## config.mk

```make
export PLATFORM = sky130hd
export DESIGN_NAME = mips_debug_step_ctrl_flat
export DESIGN_NICKNAME = d
export VERILOG_FILES = /design/src/rtl/mips_debug_step_ctrl_if.sv /design/src/rtl/mips_debug_step_ctrl.sv /design/src/flat_wrapper.sv
export SDC_FILE = /design/constraint.sdc
export NUM_CORES = 1
export LEC_CHECK = 0
export CAP_MARGIN = 20
export CORE_MARGIN = 4
export CORE_UTILIZATION = 40
export CTS_BUF_LIST = sky130_fd_sc_hd__clkbuf_16
export CTS_CLUSTER_DIAMETER = 60
export DETAILED_ROUTE_END_ITERATION = 10
export HOLD_SLACK_MARGIN = 0.08
export PLACE_DENSITY_LB_ADDON = 0.2
export SYNTH_ARGS = -nofsm -noshare
export SYNTH_HDL_FRONTEND = slang
export SYNTH_SLANG_ARGS = --single-unit
```

## constraint.sdc

```tcl
create_clock -name i_clock -period 2.3 [get_ports i_clock]
set_input_delay 0.46 -clock i_clock [delete_from_list [all_inputs] [get_ports i_clock]]
set_output_delay 0.46 -clock i_clock [all_outputs]
set_load 0.02 [all_outputs]
```

## src/rtl/mips_debug_step_ctrl_if.sv

```systemverilog
// Signal bundle between the debug step controller, its command/frame byte streams and MIPS_DLX.
// master = controller side, slave = environment (command source, frame sink, core).
interface mips_debug_step_ctrl_if #(
  parameter int CNT_W = 16
);
  logic [7:0]       cmd_data;
  logic             cmd_valid;
  logic             cmd_ready;
  logic             mips_enable;
  logic [9:0]       debug_signal;
  logic             zero;
  logic             prog_done;
  logic [7:0]       tx_data;
  logic             tx_valid;
  logic             tx_ready;
  logic [CNT_W-1:0] cycle_count;

  modport master (
    input  cmd_data, cmd_valid, debug_signal, zero, prog_done, tx_ready,
    output cmd_ready, mips_enable, tx_data, tx_valid, cycle_count
  );

  modport slave (
    output cmd_data, cmd_valid, debug_signal, zero, prog_done, tx_ready,
    input  cmd_ready, mips_enable, tx_data, tx_valid, cycle_count
  );
endinterface

```

## src/rtl/mips_debug_step_ctrl.sv

```systemverilog
// Run / single-step / halt controller in front of MIPS_DLX; sends a 4-byte state frame after each stop.
// Optional breakpoint command ('b', hi, lo) is compiled in when DBG_BREAKPOINT_EN is defined.
module mips_debug_step_ctrl #(
  parameter int         CNT_W    = 16,
  parameter logic [7:0] CMD_RUN  = 8'h63,
  parameter logic [7:0] CMD_STEP = 8'h73,
  parameter logic [7:0] CMD_HALT = 8'h68,
  parameter logic [7:0] CMD_DUMP = 8'h64,
  parameter logic [7:0] CMD_CLR  = 8'h72
) (
  input  logic                  i_clock,
  input  logic                  i_reset_n,
  mips_debug_step_ctrl_if.master bus
);

`ifdef DBG_BREAKPOINT_EN
  localparam logic [7:0] CMD_BP = 8'h62;
  typedef enum logic [2:0] {
    S_IDLE, S_RUN, S_STEP, S_CAPTURE, S_SEND, S_BP_HI, S_BP_LO
  } state_t;
`else
  typedef enum logic [2:0] {
    S_IDLE, S_RUN, S_STEP, S_CAPTURE, S_SEND
  } state_t;
`endif

  state_t           r_state;
  logic             r_enable;
  logic             r_cmd_ready;
  logic             r_tx_valid;
  logic [7:0]       r_tx_data;
  logic [1:0]       r_idx;
  logic [26:0]      r_snap;
  logic [CNT_W-1:0] r_count;

  logic             w_accept;
  logic             w_halt;
  logic             w_bp_hit;
  logic [26:0]      w_snap;

  // Snapshot layout: {count[15:0], zero, debug[9:0]}
  function automatic logic [7:0] frame_byte(input logic [26:0] snap, input logic [1:0] idx);
    case (idx)
      2'd0:    frame_byte = snap[26:19];
      2'd1:    frame_byte = snap[18:11];
      2'd2:    frame_byte = {snap[10], 5'b0, snap[9:8]};
      default: frame_byte = snap[7:0];
    endcase
  endfunction

  assign w_accept = bus.cmd_valid & bus.cmd_ready;
  assign w_halt   = w_accept && (bus.cmd_data == CMD_HALT);
  assign w_snap   = {r_count[15:0], bus.zero, bus.debug_signal};

`ifdef DBG_BREAKPOINT_EN
  logic [9:0] r_bp;
  logic       r_bp_armed;
  assign w_bp_hit = r_bp_armed && (bus.debug_signal == r_bp);
`else
  assign w_bp_hit = 1'b0;
`endif

  // Held-off while reset is asserted so no byte is consumed in the reset cycle
  assign bus.cmd_ready   = r_cmd_ready & i_reset_n;
  assign bus.mips_enable = r_enable;
  assign bus.tx_valid    = r_tx_valid;
  assign bus.tx_data     = r_tx_data;
  assign bus.cycle_count = r_count;

  always_ff @(posedge i_clock) begin
    if (!i_reset_n) begin
      r_state     <= S_IDLE;
      r_enable    <= 1'b0;
      r_cmd_ready <= 1'b1;
      r_tx_valid  <= 1'b0;
      r_tx_data   <= '0;
      r_idx       <= '0;
      r_snap      <= '0;
      r_count     <= '0;
`ifdef DBG_BREAKPOINT_EN
      r_bp        <= '0;
      r_bp_armed  <= 1'b0;
`endif
    end else begin
      if (r_enable) r_count <= r_count + 1'b1;

      case (r_state)
        S_IDLE: begin
          if (w_accept) begin
            if (bus.cmd_data == CMD_RUN) begin
              r_state  <= S_RUN;
              r_enable <= 1'b1;
            end else if (bus.cmd_data == CMD_STEP) begin
              r_state     <= S_STEP;
              r_enable    <= 1'b1;
              r_cmd_ready <= 1'b0;
            end else if (bus.cmd_data == CMD_DUMP) begin
              r_state     <= S_CAPTURE;
              r_cmd_ready <= 1'b0;
            end else if (bus.cmd_data == CMD_CLR) begin
              r_count <= '0;
`ifdef DBG_BREAKPOINT_EN
            end else if (bus.cmd_data == CMD_BP) begin
              r_state <= S_BP_HI;
`endif
            end
          end
        end

        S_RUN: begin
          if (w_halt || bus.prog_done || w_bp_hit) begin
            r_state     <= S_CAPTURE;
            r_enable    <= 1'b0;
            r_cmd_ready <= 1'b0;
          end
        end

        S_STEP: begin
          r_state  <= S_CAPTURE;
          r_enable <= 1'b0;
        end

        S_CAPTURE: begin
          r_snap     <= w_snap;
          r_tx_data  <= frame_byte(w_snap, 2'd0);
          r_tx_valid <= 1'b1;
          r_idx      <= 2'd0;
          r_state    <= S_SEND;
        end

        S_SEND: begin
          if (bus.tx_ready) begin
            if (r_idx == 2'd3) begin
              r_state     <= S_IDLE;
              r_tx_valid  <= 1'b0;
              r_cmd_ready <= 1'b1;
            end else begin
              r_idx     <= r_idx + 2'd1;
              r_tx_data <= frame_byte(r_snap, r_idx + 2'd1);
            end
          end
        end

`ifdef DBG_BREAKPOINT_EN
        S_BP_HI: begin
          if (w_accept) begin
            r_bp[9:8] <= bus.cmd_data[1:0];
            r_state   <= S_BP_LO;
          end
        end

        S_BP_LO: begin
          if (w_accept) begin
            r_bp[7:0]  <= bus.cmd_data;
            r_bp_armed <= 1'b1;
            r_state    <= S_IDLE;
          end
        end
`endif

        default: r_state <= S_IDLE;
      endcase
    end
  end

endmodule

```

## src/flat_wrapper.sv

```systemverilog
// flat-port wrapper written by rule: the top's interface ports become plain ports
module mips_debug_step_ctrl_flat 
#(
  parameter int         CNT_W    = 16,
  parameter logic [7:0] CMD_RUN  = 8'h63,
  parameter logic [7:0] CMD_STEP = 8'h73,
  parameter logic [7:0] CMD_HALT = 8'h68,
  parameter logic [7:0] CMD_DUMP = 8'h64,
  parameter logic [7:0] CMD_CLR  = 8'h72
)
  (i_clock, i_reset_n, bus_cmd_data, bus_cmd_valid, bus_debug_signal, bus_zero, bus_prog_done, bus_tx_ready, bus_cmd_ready, bus_mips_enable, bus_tx_data, bus_tx_valid, bus_cycle_count);
  mips_debug_step_ctrl_if #(.CNT_W(CNT_W)) bus_i ();
  input  logic i_clock;
  input  logic i_reset_n;
  input wire logic [$bits(bus_i.cmd_data)-1:0] bus_cmd_data;
  input wire logic [$bits(bus_i.cmd_valid)-1:0] bus_cmd_valid;
  input wire logic [$bits(bus_i.debug_signal)-1:0] bus_debug_signal;
  input wire logic [$bits(bus_i.zero)-1:0] bus_zero;
  input wire logic [$bits(bus_i.prog_done)-1:0] bus_prog_done;
  input wire logic [$bits(bus_i.tx_ready)-1:0] bus_tx_ready;
  output wire logic [$bits(bus_i.cmd_ready)-1:0] bus_cmd_ready;
  output wire logic [$bits(bus_i.mips_enable)-1:0] bus_mips_enable;
  output wire logic [$bits(bus_i.tx_data)-1:0] bus_tx_data;
  output wire logic [$bits(bus_i.tx_valid)-1:0] bus_tx_valid;
  output wire logic [$bits(bus_i.cycle_count)-1:0] bus_cycle_count;
  assign bus_i.cmd_data = bus_cmd_data;
  assign bus_i.cmd_valid = bus_cmd_valid;
  assign bus_i.debug_signal = bus_debug_signal;
  assign bus_i.zero = bus_zero;
  assign bus_i.prog_done = bus_prog_done;
  assign bus_i.tx_ready = bus_tx_ready;
  assign bus_cmd_ready = bus_i.cmd_ready;
  assign bus_mips_enable = bus_i.mips_enable;
  assign bus_tx_data = bus_i.tx_data;
  assign bus_tx_valid = bus_i.tx_valid;
  assign bus_cycle_count = bus_i.cycle_count;
  mips_debug_step_ctrl #(.CNT_W(CNT_W), .CMD_RUN(CMD_RUN), .CMD_STEP(CMD_STEP), .CMD_HALT(CMD_HALT), .CMD_DUMP(CMD_DUMP), .CMD_CLR(CMD_CLR)) u_core (.i_clock(i_clock), .i_reset_n(i_reset_n), .bus(bus_i));
endmodule
```

==> results by group <==
Outcome
  – Outcome: finished, final reports clean

Logic synthesis
  – Predominant post-synthesis flop cell: dfxtp_1
  – Top cell type's share of synthesized area: a little over two fifths
  – Flop and latch count out of synthesis: between 50 and 60
  – Ys async rst share: 0%
  – Top cells by area, synth: dfxtp_1 42%, nand2_1 8.7%, a21boi_0 7.2%
  – Number of enable flip-flop cells after synthesis: 0
  – Area leader, netlist: dfxtp_1
  – Per-instance average area after synthesis: 8.38 sq um
  – Netlist cell types: 53
  – Count of warnings emitted by yosys: 0
  – Post-synthesis sequential area ratio: 42.0%
  – Net Count, Synth: around 370
  – Total standard cell area after synthesis: between 2000 and 3000 sq um
  – Post-synthesis cell count: about 340

Job
  – Maxcap violations: 0

Clock tree
  – Number of sinks driven by the clock tree: roughly 60
  – Number of resized instances in the post-cts repair step: 0
  – Post-CTS setup buffers: 0
  – Cts hold-fix bufs: 0
  – Clock Tree Buf Depth: 2
  – Insertion delay of the later-clocked pin in the worst-skew pair: ~330 ps
  – Number of CTS-inserted buffers: 9
  – CTS H-tree lvls: 3
  – Clock tree from TritonCTS: yes
  – Clock tree root driver cell: clkbuf_16
  – Clk pin slew, worst setup/hold paths: about 60 ps

Final layout
  – Share of the core filled with cells: 54.4%
  – Seq. cell area: between 1000 and 1500 sq um
  – Post-route cell area: 3710 sq um
  – Share of post-route cells with drive strength above 1: just under 9%
  – Most common cell after layout, fill and taps aside: nand2_1
  – Relative area change from synthesis to final layout: 31.9%
  – Area occupied by multi-input gates: 1540 sq um
  – Total inserted antenna cells: 0
  – Net count of the finished layout: 417
  – Commonest cells after routing, fill and taps aside: 65 x nand2_1, 59 x dfxtp_1, 50 x clkdlybuf4s50_1
  – Fill cell total of the finished layout: 677

Route
  – Residual DRC count: 0
  – Average wire per standard cell: between 10 and 15 um
  – Via Count: approximately 2600
  – Total iterations of the first detailed-routing run: 4
  – Remaining antenna violation count: 0
  – DRC violation total after the first TritonRoute iteration: 84
  – Routed via count divided by cell count: approximately 5.3
  – DRT Wirelength: ~7300 um

Timing
  – Final worst clock skew: 7.30 ps
  – Post-layout minimum cycle time: 2140 ps
  – Count of endpoints failing setup in the final report: 0
  – Unrepaired setup endpoints after global routing: no
  – Share of the clock period used by the worst path: just over 90%
  – Slew at the pin closest to its max-slew limit: 514 ps
  – Total Neg Setup Slack: 0 ps
  – Smallest hold slack: ~460 ps
  – Number of pins with negative max-slew slack in the final report: 0
  – Highest attainable clock frequency: around 470 MHz
  – Worst slew margin relative to its limit: around two thirds
  – Final hold violation count: 0

Global routing
  – Wire length of the first global-routing pass: 12600 um
  – Maximum number of pins on one net before global-route repair: 45
  – Initial antenna violation count: 0
  – Total global routing overflow: 0
  – All-layer global routing usage: a little under a fifth
  – Vias in the first global route: between 2000 and 3000

Floorplanning
  – Core area: roughly 6800 sq um
  – Die extent in x: approximately 90 um
  – Die Area: 8440 sq um
  – Row count: 30
  – Initial core utilization: 41.2%
  – Io pins: 51
  – Y dimension of the die: ~92 um

Critical path
  – CP max stage delay: approximately 600 ps
  – CP Data Arrival Time: roughly 1700 ps
  – Worst path buffer plus inverter count: 2
  – Critical path start-end classification: in2out
  – Critical-path cell list: clkdlybuf4s50_1 > and2_1 > clkdlybuf4s50_1
  – Worst path top cell family by delay: buffers and inverters
  – Kind of launch point of the worst setup path: input pin
  – Required time worst endpoint: around 1800 ps
  – Dominant cell type by count on the critical path: clkdlybuf4s50_1
  – Register-to-register setup slack: just over 400 ps
  – CP Max Fanout: 3
  – Worst-path cell with the longest stage delay: clkdlybuf4s50_1
  – Type of element capturing the critical path: output pin

Placement
  – DP Area: about 3400 sq um
  – IO buf count: 50
  – Placed wire-length estimate after detailed placement: around 5100 um
  – Final RePlAce weighted congestion: around 0.85

Pwr
  – Power Density: 631 nW/um^2
  – Static leakage: between 1 and 1.5 nW
  – Peak supply drop: about 0.00036 V

Worst hold path
  – HP Class: reg2reg
-- per-stage QoR --
step / cells / worst slack, ps / power [mW]
after detailed placement: 472 / 148 / 1.13
after global routing: 488 / 117 / 2.42
after CTS: 488 / 151 / 2.37
after floorplan: 336 / 427 / 1.08
final: 488 / 156 / 2.34
after global placement: 472 / 170 / 1.13
-- registers in the layout (all words and copies together) (netlist names) --
name,count
u_core.r_cmd_ready,1
u_core.bus.cycle_count,16
u_core.bus.tx_data,8
u_core.r_state,3
u_core.r_idx,2
u_core.bus.tx_valid,1
u_core.r_snap,27
u_core.bus.mips_enable,1
-- kinds of logic (layout without fill, tap and decap cells) --
group,Yosys count,in the layout,synth area share [%]
muxes,1,1,0.356
xor gates and xnor gates,13,13,4.04
and+or+nand+nor,144,144,26.2
buffers and inverters,24,80,3.47
adders and majority gates,6,6,2.67
AOI/OAI and AO/OA,89,89,21.3
DFF,59,59,42.0
-- worst register-to-register path: stages (launching register included) --
cell and delay, ps:
dfxtp_1 500, or3b_1 520, o22a_1 430, o21ai_0 250, a21oi_1 60
-- metal layers --
metal	vias up	global-route usage [%]	part of all wire, %	wire [um]
met4	0	5.94	1.5	111
met1	1196	24.6	48	3480
li1	1299	-	-	-
met5	-	0	0	0
met3	13	6.15	4.9	360
met2	54	29.1	46	3370
-- final cells by class --
type / count / share of cell area, %
clock inverters: 7 / 1.42
clock buffers: 9 / 6.06
well taps: 96 / 3.23
multi-input cells: 253 / 41.4
flip-flops and latches: 59 / 31.8
inverters: 2 / 0.202
repair buffers: 62 / 15.9
-- power breakdown --
part	total (mW)	switching (mW)	leakage (nW)	internal, mW
registers	1.02	0.000724	0.475	1.02
logic	0.0876	0.0335	0.665	0.0541
clock network	1.23	0.501	0.126	0.732
-- path summary, 6_finish.rpt --
path / from / to / depth (start not counted)
worst min-delay path: u_core.r_snap[16] / u_core.r_snap[16] / 2
worst max register to register: u_core.r_state[2] / u_core.bus.tx_data[4] / 4
worst max-delay path: i_reset_n / bus_cmd_ready / 3
worst min register to register: u_core.r_snap[16] / u_core.r_snap[16] / 2
-- cells in the mapped netlist, types with 2 or more instances --
library cell	n
a221oi_1	6
nor3_1	8
nand2_1	65
nand4_1	10
and4_1	2
or3_1	4
nand3_1	4
ha_1	6
inv_1	2
o21ai_1	5
o21ai_0	9
clkbuf_1	13
and3_1	3
and2_1	2
nor4b_1	2
xor2_1	8
a21boi_1	4
dfxtp_1	59
a22oi_1	3
buf_2	5
nor2b_1	8
xnor2_1	5
a21boi_0	27
nor4_1	2
nor2_1	18
buf_1	3
a211oi_1	3
a21oi_1	22
nor3b_1	3
or4b_1	2
Note: power is estimated with default switching activity, not from simulation.
